$ cat config.mk
export PLATFORM = sky130hd
export DESIGN_NAME = parking_session_ctrl
export DESIGN_NICKNAME = d
export VERILOG_FILES = /design/src/rtl/parking_session_ctrl.sv
export SDC_FILE = /design/constraint.sdc
export NUM_CORES = 1
export LEC_CHECK = 0
export ABC_AREA = 1
export BUFFER_PORTS_ARGS = -buffer_cell sky130_fd_sc_hd__buf_2
export CORE_MARGIN = 4
export CORE_UTILIZATION = 48
export CTS_CLUSTER_SIZE = 28
export DETAILED_ROUTE_END_ITERATION = 12
export GPL_TIMING_DRIVEN = 0
export PLACE_DENSITY_LB_ADDON = 0.2
export SYNTH_ARGS = -nofsm -noshare
export SYNTH_HDL_FRONTEND = slang
export SYNTH_SLANG_ARGS = --single-unit
$ cat constraint.sdc
create_clock -name clk -period 3.2 [get_ports clk]
set_clock_uncertainty 0.15 [all_clocks]
set_input_delay 0.16 -clock clk [delete_from_list [all_inputs] [get_ports clk]]
set_output_delay 0.16 -clock clk [all_outputs]
set_load 0.02 [all_outputs]
$ cat src/rtl/parking_session_ctrl.sv
// parking_session_ctrl: assigns the lowest free slot on entry, times each occupied slot in mm:ss, and sequences the capacity/duration display.
module parking_session_ctrl #(
  parameter int SHOW_SECS = 5,
  parameter int MAX_MIN = 59
) (
  input  logic       clk,
  input  logic       reset,
  input  logic       tick_1hz,
  input  logic       entry_req,
  input  logic       exit_req,
  input  logic [1:0] exit_slot,
  output logic [3:0] spots,
  output logic [2:0] capacity,
  output logic [1:0] location,
  output logic       is_full,
  output logic       entry_ack,
  output logic       entry_rej,
  output logic       exit_ack,
  output logic       exit_rej,
  output logic       mode,
  output logic [5:0] minutes,
  output logic [5:0] seconds
);
  typedef enum logic {SHOW_CAP = 1'b0, SHOW_TIME = 1'b1} disp_t;
  disp_t state_q, state_d;
  logic entry_prev_q, exit_prev_q, entry_arm_q, exit_arm_q;
  logic entry_arm_d, exit_arm_d;
  logic [3:0] spots_q, spots_d;
  logic [2:0] capacity_q, capacity_d;
  logic [1:0] location_q, location_d;
  logic is_full_q, is_full_d;
  logic entry_ack_q, entry_ack_d, entry_rej_q, entry_rej_d;
  logic exit_ack_q, exit_ack_d, exit_rej_q, exit_rej_d;
  logic [5:0] disp_min_q, disp_min_d, disp_sec_q, disp_sec_d;
  logic [3:0] hold_q, hold_d;
  logic [5:0] min_q [4];
  logic [5:0] min_d [4];
  logic [5:0] sec_q [4];
  logic [5:0] sec_d [4];
  logic entry_ev, exit_ev, exit_hit;
  logic [3:0] free, alloc, exit_mask;
  always_comb begin
    // A button only counts once it has been seen low since reset released
    entry_ev = entry_req & ~entry_prev_q & entry_arm_q;
    exit_ev = exit_req & ~exit_prev_q & exit_arm_q;
    entry_arm_d = entry_arm_q | ~entry_req;
    exit_arm_d = exit_arm_q | ~exit_req;
    free = ~spots_q;
    alloc = entry_ev ? (free & (~free + 4'd1)) : 4'd0;
    exit_hit = exit_ev & spots_q[exit_slot];
    exit_mask = exit_hit ? (4'b0001 << exit_slot) : 4'd0;
    spots_d = (spots_q | alloc) & ~exit_mask;
    capacity_d = 3'd4 - ({2'b0, spots_d[0]} + {2'b0, spots_d[1]} + {2'b0, spots_d[2]} + {2'b0, spots_d[3]});
    location_d = !spots_d[0] ? 2'd0 : !spots_d[1] ? 2'd1 : !spots_d[2] ? 2'd2 : !spots_d[3] ? 2'd3 : 2'd0;
    is_full_d = &spots_d;
    entry_ack_d = entry_ev & |free;
    entry_rej_d = entry_ev & ~|free;
    exit_ack_d = exit_hit;
    exit_rej_d = exit_ev & ~spots_q[exit_slot];
    for (int i = 0; i < 4; i++) begin
      min_d[i] = min_q[i];
      sec_d[i] = sec_q[i];
      if (!spots_d[i] || alloc[i]) begin
        min_d[i] = 6'd0;
        sec_d[i] = 6'd0;
      end else if (tick_1hz && !(sec_q[i] == 6'd59 && min_q[i] == 6'(MAX_MIN))) begin
        min_d[i] = (sec_q[i] == 6'd59) ? min_q[i] + 6'd1 : min_q[i];
        sec_d[i] = (sec_q[i] == 6'd59) ? 6'd0 : sec_q[i] + 6'd1;
      end
    end
    state_d = state_q;
    hold_d = hold_q;
    disp_min_d = disp_min_q;
    disp_sec_d = disp_sec_q;
    // Latches the pre-tick value: min_q/sec_q have not yet taken this cycle's increment
    if (exit_hit) begin
      state_d = SHOW_TIME;
      hold_d = 4'd0;
      disp_min_d = min_q[exit_slot];
      disp_sec_d = sec_q[exit_slot];
    end else if (state_q == SHOW_TIME && tick_1hz) begin
      hold_d = (hold_q + 4'd1 == 4'(SHOW_SECS)) ? 4'd0 : hold_q + 4'd1;
      state_d = (hold_q + 4'd1 == 4'(SHOW_SECS)) ? SHOW_CAP : SHOW_TIME;
      disp_min_d = (hold_q + 4'd1 == 4'(SHOW_SECS)) ? 6'd0 : disp_min_q;
      disp_sec_d = (hold_q + 4'd1 == 4'(SHOW_SECS)) ? 6'd0 : disp_sec_q;
    end
  end
  always_ff @(posedge clk or posedge reset) begin
    if (reset) begin
      state_q <= SHOW_CAP;
      entry_prev_q <= 1'b0;
      exit_prev_q <= 1'b0;
      entry_arm_q <= 1'b0;
      exit_arm_q <= 1'b0;
      spots_q <= 4'd0;
      capacity_q <= 3'd4;
      location_q <= 2'd0;
      is_full_q <= 1'b0;
      entry_ack_q <= 1'b0;
      entry_rej_q <= 1'b0;
      exit_ack_q <= 1'b0;
      exit_rej_q <= 1'b0;
      disp_min_q <= 6'd0;
      disp_sec_q <= 6'd0;
      hold_q <= 4'd0;
      for (int i = 0; i < 4; i++) begin
        min_q[i] <= 6'd0;
        sec_q[i] <= 6'd0;
      end
    end else begin
      state_q <= state_d;
      entry_prev_q <= entry_req;
      exit_prev_q <= exit_req;
      entry_arm_q <= entry_arm_d;
      exit_arm_q <= exit_arm_d;
      spots_q <= spots_d;
      capacity_q <= capacity_d;
      location_q <= location_d;
      is_full_q <= is_full_d;
      entry_ack_q <= entry_ack_d;
      entry_rej_q <= entry_rej_d;
      exit_ack_q <= exit_ack_d;
      exit_rej_q <= exit_rej_d;
      disp_min_q <= disp_min_d;
      disp_sec_q <= disp_sec_d;
      hold_q <= hold_d;
      for (int i = 0; i < 4; i++) begin
        min_q[i] <= min_d[i];
        sec_q[i] <= sec_d[i];
      end
    end
  end
  assign spots = spots_q;
  assign capacity = capacity_q;
  assign location = location_q;
  assign is_full = is_full_q;
  assign entry_ack = entry_ack_q;
  assign entry_rej = entry_rej_q;
  assign exit_ack = exit_ack_q;
  assign exit_rej = exit_rej_q;
  assign mode = (state_q == SHOW_TIME);
  assign minutes = disp_min_q;
  assign seconds = disp_sec_q;
endmodule
# --- After elaboration in Yosys (flattened, before gate mapping) ---
# Index checks and enable logic that the tools add are counted.
word_totals:
  word_cells: 159
  output_inout_bits: 27
  ff_bits: 83
classes:
  n_mux: 48
  reduce_logical: 39
  eq_ne: 9
  n_lt_le_gt_ge: 2
  add_sub_neg: 14
  bitwise_logic: 22
  shift: 1
ops:
  columns: ["operator", "count"]
  rows:
  - ["$mux W6", 32]
  - ["$add A6 B1 Y6 const B", 8]
  - ["$eq A6 B6 Y1 const B", 8]
  - ["$bmux W6 S2", 2]
  - ["$mux W4", 5]
  - ["$reduce_bool A2 Y1", 10]
  - ["$not A4 Y4", 3]
  - ["$reduce_and A2 Y1", 5]
  - ["$logic_and A1 B1 Y1", 9]
  - ["$logic_not A1 Y1", 9]
  - ["$add A4 B1 Y4 const B", 2]
  - ["$and A1 B1 Y1", 8]
  - ["$and A4 B4 Y4", 2]
  - ["$mux W2", 4]
  - ["$not A1 Y1", 5]
  - ["$eq A4 B3 Y1 const B", 1]
  - ["$logic_or A1 B1 Y1", 4]
  - ["$mux W1", 4]
  - ["$or A4 B4 Y4", 1]
  - ["$reduce_and A4 Y1", 1]
  - ["$reduce_or A4 Y1", 1]
  - ["$shl A1 B2 Y4 const A", 1]
  - ["$add A2 B1 Y3", 1]
  - ["$add A3 B1 Y3", 1]
  - ["other kinds (7)", 8]

# --- Depth between registers and ports, before layout ---
logic_depth:
  depth_word: 11
  depth_mapped: 12
  mapped_depth_nobuf: 12

# --- Least setup slack after synthesis ---
# Ideal clock, no wire load.
synth_timing:
  kind: "reg-to-reg"
  start: "reg spots_q[3] (netlist: spots[3])"
  end: "reg capacity_q[1] (netlist: capacity[1])"
  setup_slack_ns: 0.806
  t_required_ns: 2.924
  stages_incl_launch_ff: 12
  setup_time_ns: 0.126
  t_arrival_ns: 2.118
  cell_sequence: "dfrtp_1 nand3_1 nand2_1 nor2_4 nor2_8 nand2_2 nand2_1 inv_1 fa_1 inv_1 ha_1 ha_1"
synth_via:
  elab_cells_between_ends: 16
  classes_between: "5 x add/sub; 4 x mux; 7 x bitwise"
synth_rtl:
  columns: ["element", "line", "rtl"]
  rows:
  - ["start: declaration", "28", "logic [3:0] spots_q, spots_d;"]
  - ["start signal: assignment", "116", "spots_q <= spots_d;"]
  - ["$bmux W1 S2", "50", "exit_hit = exit_ev & spots_q[exit_slot];"]
  - ["$mux W1 (implied by the code)", "50", null]
  - ["$and A1 B1 Y1", "50", null]
  - ["via exit_ack_d", "33", "logic exit_ack_q, exit_ack_d, exit_rej_q, exit_rej_d;"]
  - ["$mux W4", "51", "exit_mask = exit_hit ? (4'b0001 << exit_slot) : 4'd0;"]
  - ["$not A4 Y4", "52", "spots_d = (spots_q | alloc) & ~exit_mask;"]
  - ["$and A4 B4 Y4", "52", null]
  - ["via spots_d[3]", "28", null]
  - ["$add A3 B1 Y3", "53", "capacity_d = 3'd4 - ({2'b0, spots_d[0]} + {2'b0, spots_d[1]} + {2'b0, spots_d[2]} + {2'b0, spots_d[3]});"]
  - ["$sub A3 B3 Y3", "53", null]
  - ["via capacity_d[1]", "29", "logic [2:0] capacity_q, capacity_d;"]
  - ["end signal: assignment", "117", "capacity_q <= capacity_d;"]
  - ["end: declaration", "29", null]
# The timed path passes the listed nets, and every way through them passes these cells. The select of a mux whose other input is x is not followed.
# A chain may end at the register's enable or synchronous reset.

# --- Final worst setup path ---
layout_timing:
  start: "in exit_req"
  end: "reg capacity_q[1] (netlist: capacity[1])"
layout_via:
  elab_cells_between_ends: 10
  classes_between: "4 x add/sub; 1 x mux; 5 x bitwise"
layout_rtl:
  columns: ["element", "line", "rtl"]
  rows:
  - ["start: declaration", "10", "input logic exit_req,"]
  - ["$and A1 B1 Y1 (2 in a row)", "45", "exit_ev = exit_req & ~exit_prev_q & exit_arm_q;"]
  - ["$and A1 B1 Y1", "50", null]
  - ["via exit_ack_d", "33", null]
  - ["$mux W4", "51", null]
  - ["$not A4 Y4", "52", null]
  - ["$and A4 B4 Y4", "52", null]
  - ["via spots_d[3]", "28", null]
  - ["$add A3 B1 Y3", "53", null]
  - ["$sub A3 B3 Y3", "53", null]
  - ["via capacity_d[1]", "29", null]
# The timed path passes the listed nets, and every way through them passes these cells.

==> metrics.md <==
| Metric | Value |
|---|---|
| Final clock period utilization by the worst path | 86.2% |
| List of most frequent post-synthesis cells | nand2_1 (169), dfrtp_1 (82), inv_1 (64), nand3_1 (64), nor2_1 (53) |
| Family with the most delay on the worst path | buffers and inverters |
| IR Drop Worst-Case VDD | 371 uV |
| Synthesized area | 4520 sq um |
| Number of hold-slack violations in the final timing report | 0 |
| Hold Path Class | in -> reg |
| Number of placed instances with taps included | 727 |
| Worst path setup slack after routing | 440 ps |
| Final Cell Area | 5100 sq um |
| Top cells by area, synth | dfrtp_1 (45%), nand2_1 (14%), nand3_1 (7.1%) |
| Area overhead of the layout relative to synthesis | 13.0% |
| Number of core rows | 35 |
| X dimension of the die | 105 um |
| Category of the worst setup path capture point | register |
| Result of the run | completed |
| Setup Crit Path Kind | in -> reg |
| Most instantiated library cell after synthesis | nand2_1 |
| Area of the core region | 9200 sq um |
| Average detailed-routed wire length per instance | 14.3 um |
| Count of state elements after synthesis | 83 |
| Crit path max-delay cell type | dlygate4sd3_1 |
| Overall die area | 11,000 sq um |
| Number of cells in the finished layout apart from fillers | 746 |
| Minimum setup slack after placement | 527 ps |
| Total internal power | 2.12 mW |
| Clock edge transition at the registers on the reported setup and hold paths | 80 ps |
| Setup Viol. Count Final | 0 |
| Max-cap violations | 0 |
| Fmax | 0.362 GHz |
| Final Total Pwr | 3.37 mW |
| Proportion of power drawn by flip-flops and latches | 43.2% |
| Detail Route Antenna Nets | 0 |
| Ratio of total power to cell area | 660 nW/um^2 |
| Share of total power in combinational logic | 31.5% |
| HPWL after DPL | 8000 um |
| Count of flip-flops with a built-in enable after synthesis | 0 |
| Initial core utilization | 49.1% |
| Total via count in the routed design | 3,993 |
| Antenna violations before repair | 0 |
| Final count of pins violating max slew | 0 |
| Portion of synthesized cell area occupied by the leading cell type | 45.4% |
| Measured slew at the worst slew-check pin | 567 ps |
| Remaining routing DRC violations | 0 |
| Post CTS Setup Buffer Count | 0 |
| Final nets | 650 |
| Fraction of final layout cells with drive strength greater than 1 | 11.2% |
| Maximum buffer depth of the clock tree | 2 |
| Pin count of the biggest net entering global routing | 51 |
| Mean instance size in the synthesized netlist | 7.76 sq um |
| Synthesized netlist net count | 602 |
| Net switching share of the total power | 37.2% |
| Clock net sink count | 83 |
| Required time at the endpoint of the critical path | 3280 ps |
| Vias in the first global route | 3,807 |
| Share of synthesized flip-flops with an asynchronous set or reset | 100% |
| Yosys cell types | 38 |
| Iteration-0 DRC count of the detailed router | 200 |
| Cells along the critical path | dlygate4sd3_1 -> buf_2 -> inv_1 -> nor3_2 -> inv_1 -> nor2_8 -> nand2_2 -> nand2_1 -> inv_1 -> fa_1 -> inv_1 -> ha_1 -> ha_1 |
| Peak fanout along the critical path | 10 |
| Reported net switching power | 1.25 mW |
| Port Buffer Count | 33 |
| Post-Syn Instances | 582 |
| Via density per instance | 5.35 |
| Worst setup SP type | input pin |
| Unrepaired setup endpoints after global routing | no |
| CP max stage delay | 520 ps |
| Clock buffers created by TritonCTS | 9 |
| Post-layout min period | 2760 ps |
| Later-pin clock latency in the skew report | 350 ps |
| Final weighted congestion of routability-driven global placement | 0.857 |
| Drt total wl | 10,700 um |
| Sequential share of the synthesized area | 46.0% |
| Clock root buffer | clkbuf_8 |
| Aggregate global routing overflow | 0 |
| Buffers and inverters on the worst path | 6 |
| Area post-placement | 4850 sq um |
| Arrival @ worst endpoint | 2840 ps |
| Leading area contributor after synthesis | dfrtp_1 |
| Top flip-flop cell by instance count after synthesis | dfrtp_1 |
| LEAKAGE | 2.66 nW |
| Relative slew margins | 62.1% |
| Power share of the clock group | 25.3% |
| Die Ht | 105 um |
| Syn. warnings | 0 |
| GRT Overall Usage | 20.7% |
| Number of ports placed on the die boundary | 34 |
| Hold WS | 130 ps |
| Number of diodes added for antenna fixing | 0 |
| Clock H-tree levels | 3 |
| Global-route wire length before repair | 18,500 um |
| First-pass iteration count of the detailed router | 4 |
| Clock tree from TritonCTS | built |
| Most numerous cell on the critical path | inv_1 |
==> cell usage in the layout (no fill, tap or decap), types with 2 or more instances in the layout <==
master         netlist  layout
nand3_1             64      64
dlygate4sd3_1        0       3
nor2_1              53      53
nand2_2              2       2
inv_1               64      63
clkbuf_1             5       8
o21ai_1              6       6
buf_2                3      36
nor2_2               2       2
inv_2                5       5
clkbuf_8             0      11
nor3_1               6       6
o31ai_1              5       5
o22ai_1             17      17
nor3b_1              4       4
a21oi_1             12      12
o21ai_0             16      16
xnor2_1              6       6
nand4_1             18      18
ha_1                12      12
nor2_4               2       2
nor3_2               2       2
bufinv_16            0       2
xor2_1              12      12
dfrtp_1             82      82
nand2_1            169     169
==> sequential cells by signal, summed over array words and instances, names as in the netlist <==
| signal | count |
|---|---|
| exit_rej | 1 |
| entry_arm_q | 1 |
| exit_prev_q | 1 |
| minutes | 6 |
| entry_ack | 1 |
| capacity | 3 |
| is_full | 1 |
| entry_rej | 1 |
| hold_q | 4 |
| sec_q | 24 |
| exit_arm_q | 1 |
| entry_prev_q | 1 |
| spots | 4 |
| location | 2 |
| mode | 1 |
| exit_ack | 1 |
| seconds | 6 |
| min_q | 24 |
==> stage by stage <==
step | TNS (ps) | util (%)
floorplan | 0 | -
global placement | -26060 | 52.4
detailed placement | 0 | 52.7
CTS | 0 | 55.5
global route | 0 | 55.5
finish | 0 | 55.5
==> power by group through the flow <==
stage / Combinational, mW / Clock (mW) / Sequential (mW)
CTS: 1.07 / 0.868 / 1.46
global route: 1.21 / 0.920 / 1.49
finish: 1.06 / 0.852 / 1.46
detailed placement: 1.06 / 0 / 1.47
floorplan: 0.632 / 0 / 1.56
global placement: 1.02 / 0 / 1.47
==> logic make-up after synthesis <==
group	Yosys count	synth area share (%)
XOR/XNOR	18	3.49
buffers and inverters	79	6.76
AND/OR/NAND/NOR	328	32.1
flip-flops	83	46.0
adder cells (fa/ha/maj)	13	3.77
AO/OA/AOI/OAI	61	7.84
==> worst register-to-register path, stage by stage (launching register included) <==
cell,delay [ps]
dfrtp_1,380
nor3_2,280
inv_1,170
nor2_8,230
nand2_2,150
nand2_1,130
inv_1,80
fa_1,510
inv_1,40
ha_1,170
ha_1,270
==> metal layers <==
metal  global-route usage [%]  up-vias  share of wire [%]
met5                        0        -                  0
met4                     6.09        0                1.5
met3                     4.51       13                5.3
met2                     32.1      107                 46
met1                     29.0     1879                 48
li1                         -     1994                  -
==> final cells by class <==
cell class | count | area, sq um
sequential | 83 | 2080
clock inverter | 2 | 60.1
tap | 111 | 139
buffer | 10 | 46.3
fill | 869 | 4090
clock buffer | 14 | 163
multi-input combinational | 420 | 2130
inverter | 69 | 262
timing repair buffer | 37 | 223
==> worst paths after layout <==
| path | start | to | slack (ps) | cells past startpoint |
|---|---|---|---|---|
| max reg2reg | exit_prev_q | capacity[1] | 540 | 10 |
| min | exit_slot[1] | exit_rej | 130 | 4 |
| max in group asynchronous | reset | sec_q[10] | 2080 | 4 |
| max | exit_req | capacity[1] | 440 | 13 |
| min in group asynchronous | reset | sec_q[19] | 220 | 3 |
| min reg2reg | entry_arm_q | entry_arm_q | 300 | 2 |
==> what timing repair did <==
action	in CTS	in global routing
endpoints found under the hold margin	36	0
resized for setup	0	0
hold buffers	3	0
Power figures use the tool's default switching activity.
